[src/rtl/spi_flash_xip_pkg.sv]
// Shared constants for the SPI NOR execute-in-place read window.
package spi_flash_xip_pkg;

  localparam logic [3:0] ST_IDLE   = 4'd0;
  localparam logic [3:0] ST_DESEL  = 4'd1;
  localparam logic [3:0] ST_CMD    = 4'd2;
  localparam logic [3:0] ST_CMD_RX = 4'd3;
  localparam logic [3:0] ST_DAT    = 4'd4;
  localparam logic [3:0] ST_DAT_RX = 4'd5;
  localparam logic [3:0] ST_ACK    = 4'd6;
  localparam logic [3:0] ST_HOLD   = 4'd7;
  localparam logic [3:0] ST_WACK   = 4'd8;

  localparam logic [7:0]  RD_CMD_DEF = 8'h03;
  localparam logic [31:0] DUMMY_WORD = 32'hFFFF_FFFF;

  // One counter serves both the hold timeout and the deselect gap.
  function automatic int cnt_width(input int a, input int b);
    int m;
    m = (a > b) ? a : b;
    return (m > 1) ? $clog2(m) : 1;
  endfunction

endpackage

[src/rtl/spi_flash_xip.sv]
// Wishbone read-only window onto SPI NOR flash (cmd 0x03); keeps ss low between
// sequential reads so a next-word access only shifts one dummy word.
module spi_flash_xip
  import spi_flash_xip_pkg::*;
#(
  parameter int         AW        = 22,
  parameter int         HOLD_CYC  = 64,
  parameter int         DESEL_CYC = 4,
  parameter logic [7:0] RD_CMD    = RD_CMD_DEF
) (
  input  logic          clk_i,
  input  logic          rst_i,
  input  logic          cyc_i,
  input  logic          stb_i,
  input  logic [AW-1:0] adr_i,
  input  logic          we_i,
  input  logic [3:0]    sel_i,
  output logic          ack_o,
  output logic [31:0]   dat_o,
  output logic          spi_quad,
  output logic [31:0]   spi_din,
  output logic          spi_din_valid,
  input  logic          spi_din_ready,
  input  logic [31:0]   spi_dout,
  input  logic          spi_dout_valid,
  output logic          spi_dout_ready,
  output logic          ss
);

  localparam int            CW         = cnt_width(HOLD_CYC, DESEL_CYC);
  localparam logic [CW-1:0] HOLD_LAST  = CW'(HOLD_CYC - 1);
  localparam logic [CW-1:0] DESEL_LAST = CW'(DESEL_CYC - 1);

  logic [3:0]    state, state_n;
  logic [21:0]   adr_q, next_adr;
  logic [CW-1:0] cnt;
  logic          wack_hold;
  logic          req, rd_req, wr_req;
  logic          ss_n;
  logic          unused_in;

  assign unused_in = ^{sel_i, adr_i};

  assign req    = cyc_i & stb_i & ~ack_o;
  assign rd_req = req & ~we_i;
  assign wr_req = req & we_i;

  assign spi_quad       = 1'b1;
  assign spi_din_valid  = (state == ST_CMD) || (state == ST_DAT);
  assign spi_din        = (state == ST_CMD) ? {RD_CMD, adr_q, 2'b00} : DUMMY_WORD;
  assign spi_dout_ready = (state == ST_CMD_RX) || (state == ST_DAT_RX);
  // A master that abandoned the cycle during the shift gets no ack.
  assign ack_o          = ((state == ST_ACK) && cyc_i) || (state == ST_WACK);

  always_comb begin
    state_n = state;
    case (state)
      ST_IDLE:   if (rd_req) state_n = ST_CMD;
                 else if (wr_req) state_n = ST_WACK;
      ST_DESEL:  if (cnt == DESEL_LAST) state_n = ST_CMD;
      ST_CMD:    if (spi_din_ready) state_n = ST_CMD_RX;
      ST_CMD_RX: if (spi_dout_valid) state_n = ST_DAT;
      ST_DAT:    if (spi_din_ready) state_n = ST_DAT_RX;
      ST_DAT_RX: if (spi_dout_valid) state_n = ST_ACK;
      ST_ACK:    state_n = ST_HOLD;
      ST_HOLD:   if (rd_req) state_n = (adr_i[21:0] == next_adr) ? ST_DAT : ST_DESEL;
                 else if (wr_req) state_n = ST_WACK;
                 else if (cnt == HOLD_LAST) state_n = ST_IDLE;
      ST_WACK:   state_n = wack_hold ? ST_HOLD : ST_IDLE;
      default:   state_n = ST_IDLE;
    endcase
  end

  always_comb begin
    case (state_n)
      ST_IDLE, ST_DESEL: ss_n = 1'b1;
      ST_WACK:           ss_n = ss;
      default:           ss_n = 1'b0;
    endcase
  end

  always_ff @(posedge clk_i) begin
    if (rst_i) begin
      state     <= ST_IDLE;
      ss        <= 1'b1;
      dat_o     <= '0;
      adr_q     <= '0;
      next_adr  <= '0;
      cnt       <= '0;
      wack_hold <= 1'b0;
    end else begin
      state <= state_n;
      ss    <= ss_n;
      if (((state == ST_IDLE) || (state == ST_HOLD)) && rd_req)
        adr_q <= adr_i[21:0];
      if (state_n == ST_WACK)
        wack_hold <= (state == ST_HOLD);
      if ((state == ST_DAT_RX) && spi_dout_valid) begin
        dat_o    <= spi_dout;
        next_adr <= adr_q + 22'd1;
      end
      if ((state_n == ST_DESEL) && (state != ST_DESEL))
        cnt <= '0;
      else if (state == ST_DESEL)
        cnt <= cnt + 1'b1;
      else if ((state == ST_ACK) || (state == ST_IDLE))
        cnt <= '0;
      else if ((state == ST_HOLD) && !req)
        cnt <= cnt + 1'b1;
    end
  end

endmodule
[config.mk]
export PLATFORM = sky130hd
export DESIGN_NAME = spi_flash_xip
export DESIGN_NICKNAME = d
export VERILOG_FILES = /design/src/rtl/spi_flash_xip_pkg.sv /design/src/rtl/spi_flash_xip.sv
export SDC_FILE = /design/constraint.sdc
export NUM_CORES = 1
export LEC_CHECK = 0
export CAP_MARGIN = 5
export CORE_MARGIN = 2
export CORE_UTILIZATION = 45
export DETAILED_ROUTE_END_ITERATION = 12
export PLACE_DENSITY = 0.76
export SLEW_MARGIN = 20
export SYNTH_ARGS = -nofsm -noshare
export SYNTH_HDL_FRONTEND = slang
export SYNTH_SLANG_ARGS = --single-unit
export TNS_END_PERCENT = 50
[constraint.sdc]
create_clock -name clk_i -period 4.1 [get_ports clk_i]
set_clock_uncertainty 0.1 [all_clocks]
set_input_delay 0.41 -clock clk_i [delete_from_list [all_inputs] [get_ports clk_i]]
set_output_delay 0.41 -clock clk_i [all_outputs]
set_load 0.02 [all_outputs]
==> impl_metrics.tcl <==
set metrics [dict create \
    synth-edff-count 0 \
    cts_buffer_depth 2 \
    grt-ovfl-total 0 \
    clockRootBuffer "clkbuf_8" \
    postSynthCellCount 545 \
    critPathRequiredTime_ps 3590 \
    die_y_um 101 \
    ff2ff_setup_slack_ps 1570 \
    insertion_delay_ps 340 \
    die_w_um 101 \
    dpl.hpwl_mm 7.97 \
    synthTopCellsByArea "dfxtp_1 41%, nand2_1 11%, a21oi_1 8.7%" \
    finalSetupViolCount 0 \
    path_clk_slew_ps 80 \
    synth_compound_area_frac 0.162 \
    fin_nets 714 \
    ir_drop_uv 133 \
    synth_common_cells "130 x nand2_1, 88 x dfxtp_1, 74 x a21oi_1" \
    relSlewSlack 0.385 \
    grt_max_degree 49 \
    finalCriticalPeriod_ps 3040 \
    yosysSeqAreaShare 0.414 \
    worst_slew_pin_slew_ps 923 \
    ant_nets 0 \
    cts.sinks 88 \
    viasPerCell 5.37 \
    hold_end "dat_o[30]" \
    fin_crit_sh 0.743 \
    critPathLaunchType "register" \
    r2r-start "state[3]" \
    vias 4089 \
    post_cts_buffers 0 \
    synth_top_family_by_area "simple AND/OR/NAND/NOR gates" \
    start_util 0.462 \
    grt_pass1_vias 3748 \
    avgSynthCellArea_um2 7.80 \
    cap_violations 0 \
    leakage_nw 1.84 \
    r2r-end "cnt[3]" \
    n_antenna_cell 0 \
    cts_tree "built" \
    wire_per_inst_um 14.5 \
    endpoint_kind "output pin" \
    yosys.area.top_type "dfxtp_1" \
    grt_antenna_before_repair 0 \
    hold_viol 0 \
    p_per_area_nw_per_um2 296 \
    synthMuxAreaShare 0.00265 \
    row_count 35 \
    drive_gt1_frac 0.0477 \
    post_synth_num_cell_types 50 \
    crit_fanout 23 \
    grt_pass1_wl_mm 17.8 \
    place.port_buffers 126 \
    power_mw 1.68 \
    r2r_cells 6 \
    core_um2 9200 \
    synthFlopType "dfxtp_1" \
    synthDominantCellAreaShare 0.414 \
    max_freq_ghz 0.328 \
    cts_buffers 9 \
    min_from "dat_o[30]" \
    synth_seq_cells 88 \
    ios 134 \
    status "completed" \
    grt_use_total 0.216 \
    holdCritPathClass "register to register" \
    drt_iter0_drc 234 \
    drc 0 \
    placedCellCount 747 \
    synthArstFlopShare 0 \
    htreeDepth 3 \
    stdcell_count 761 \
    area_delta_synth_final_pct 33.6 \
    arrival_ps 2530 \
    finalMaxSlewViolations 0 \
    yosys.area_share.simple 0.266 \
    hold_buffers 0 \
    synth_xor_area_frac 0.0927 \
    setup_tns_ps 0 \
    dr.pass1.iters 6 \
    yosys_warnings 0 \
    path_class "register to output pin" \
    yosys.cell_count.top_type "nand2_1" \
    synthAdderAreaFrac 0.00589 \
    globalplace.congestion 0.887 \
    routed_wl_mm 11.1 \
    cts-resized-gates 0 \
    rsz0062_at_grt "false" \
    die_area_um2 10200 \
    worstHoldPathCells 2 \
    syn_area_um2 4250 \
]
[area by class of cell]
cell class	instances	area (um2)
well taps	111	139
flip-flops and latches	88	1760
fillers	815	3520
clock inverters	4	47.5
repair buffers	132	1300
clock buffers	10	128
inverters	7	26.3
multi-input cells	409	2270
[metrics by stage]
stage	worst slack, ps	hold WS (ps)	area [um2]	utilization
after floorplan	1700	350	4260	-
after global placement	1420	342	5500	0.598
after detailed placement	1420	346	5500	0.598
after CTS	1060	357	5680	0.617
after global routing	911	377	5680	0.617
final	1060	355	5680	0.617
[kinds of logic after synthesis]
| family | Yosys count |
|---|---|
| flops | 88 |
| xor+xnor | 45 |
| buf+inv | 50 |
| compound gates | 113 |
| fa+ha+maj | 2 |
| mux | 1 |
| simple gates | 245 |
| other cells | 1 |
[power breakdown]
group	internal, mW	switching [mW]	leakage [nW]
combinational	0.121	0.117	1.05
clock	0.273	0.286	0.0880
sequential	0.865	0.0176	0.710
[state kept, by name, summed over array words and instances, names as in the netlist]
name,flops
dat_o,32
adr_q,22
next_adr,22
cnt,6
state,4
ss,1
wack_hold,1
[critical path, stage by stage, from the launching register on]
cell             delay, ps
dfxtp_1                590
inv_1                  220
nor4_2                 310
buf_4                  310
inv_1                  170
clkdlybuf4s50_1        580
[worst max path at each step]
| stage | slack [ps] | startpoint | cells after the start | end |
|---|---|---|---|---|
| 4_1_cts | 1060 | state[1] | 5 | spi_din[27] |
| 3_5_place_dp | 1420 | cyc_i | 7 | ss |
| 3_3_place_gp | 1420 | adr_i[14] | 7 | ss |
| 2_1_floorplan | 1700 | state[0] | 6 | spi_din[1] |
| 6_report | 1060 | state[1] | 5 | spi_din[27] |
| 5_1_grt | 910 | state[1] | 5 | spi_din[27] |
[cells in the final DEF, fill, tap and decap left out, drive strengths merged, types with 8 or more instances in the layout]
cell             n
nor3            10
nand4            8
xnor2           26
nand2b          22
clkdlybuf4s50  125
nand3           17
a211oi          18
xor2            19
nand2          130
nor2            34
clkbuf          10
a21oi           74
dfxtp           88
[metal layers]
metal | wire length (um) | GRT usage
met2 | 5270 | 0.349
met4 | 300 | 0.0946
met1 | 4890 | 0.290
met3 | 607 | 0.0283
met5 | 0 | 0
No activity file was read; power rests on OpenSTA's default activity.
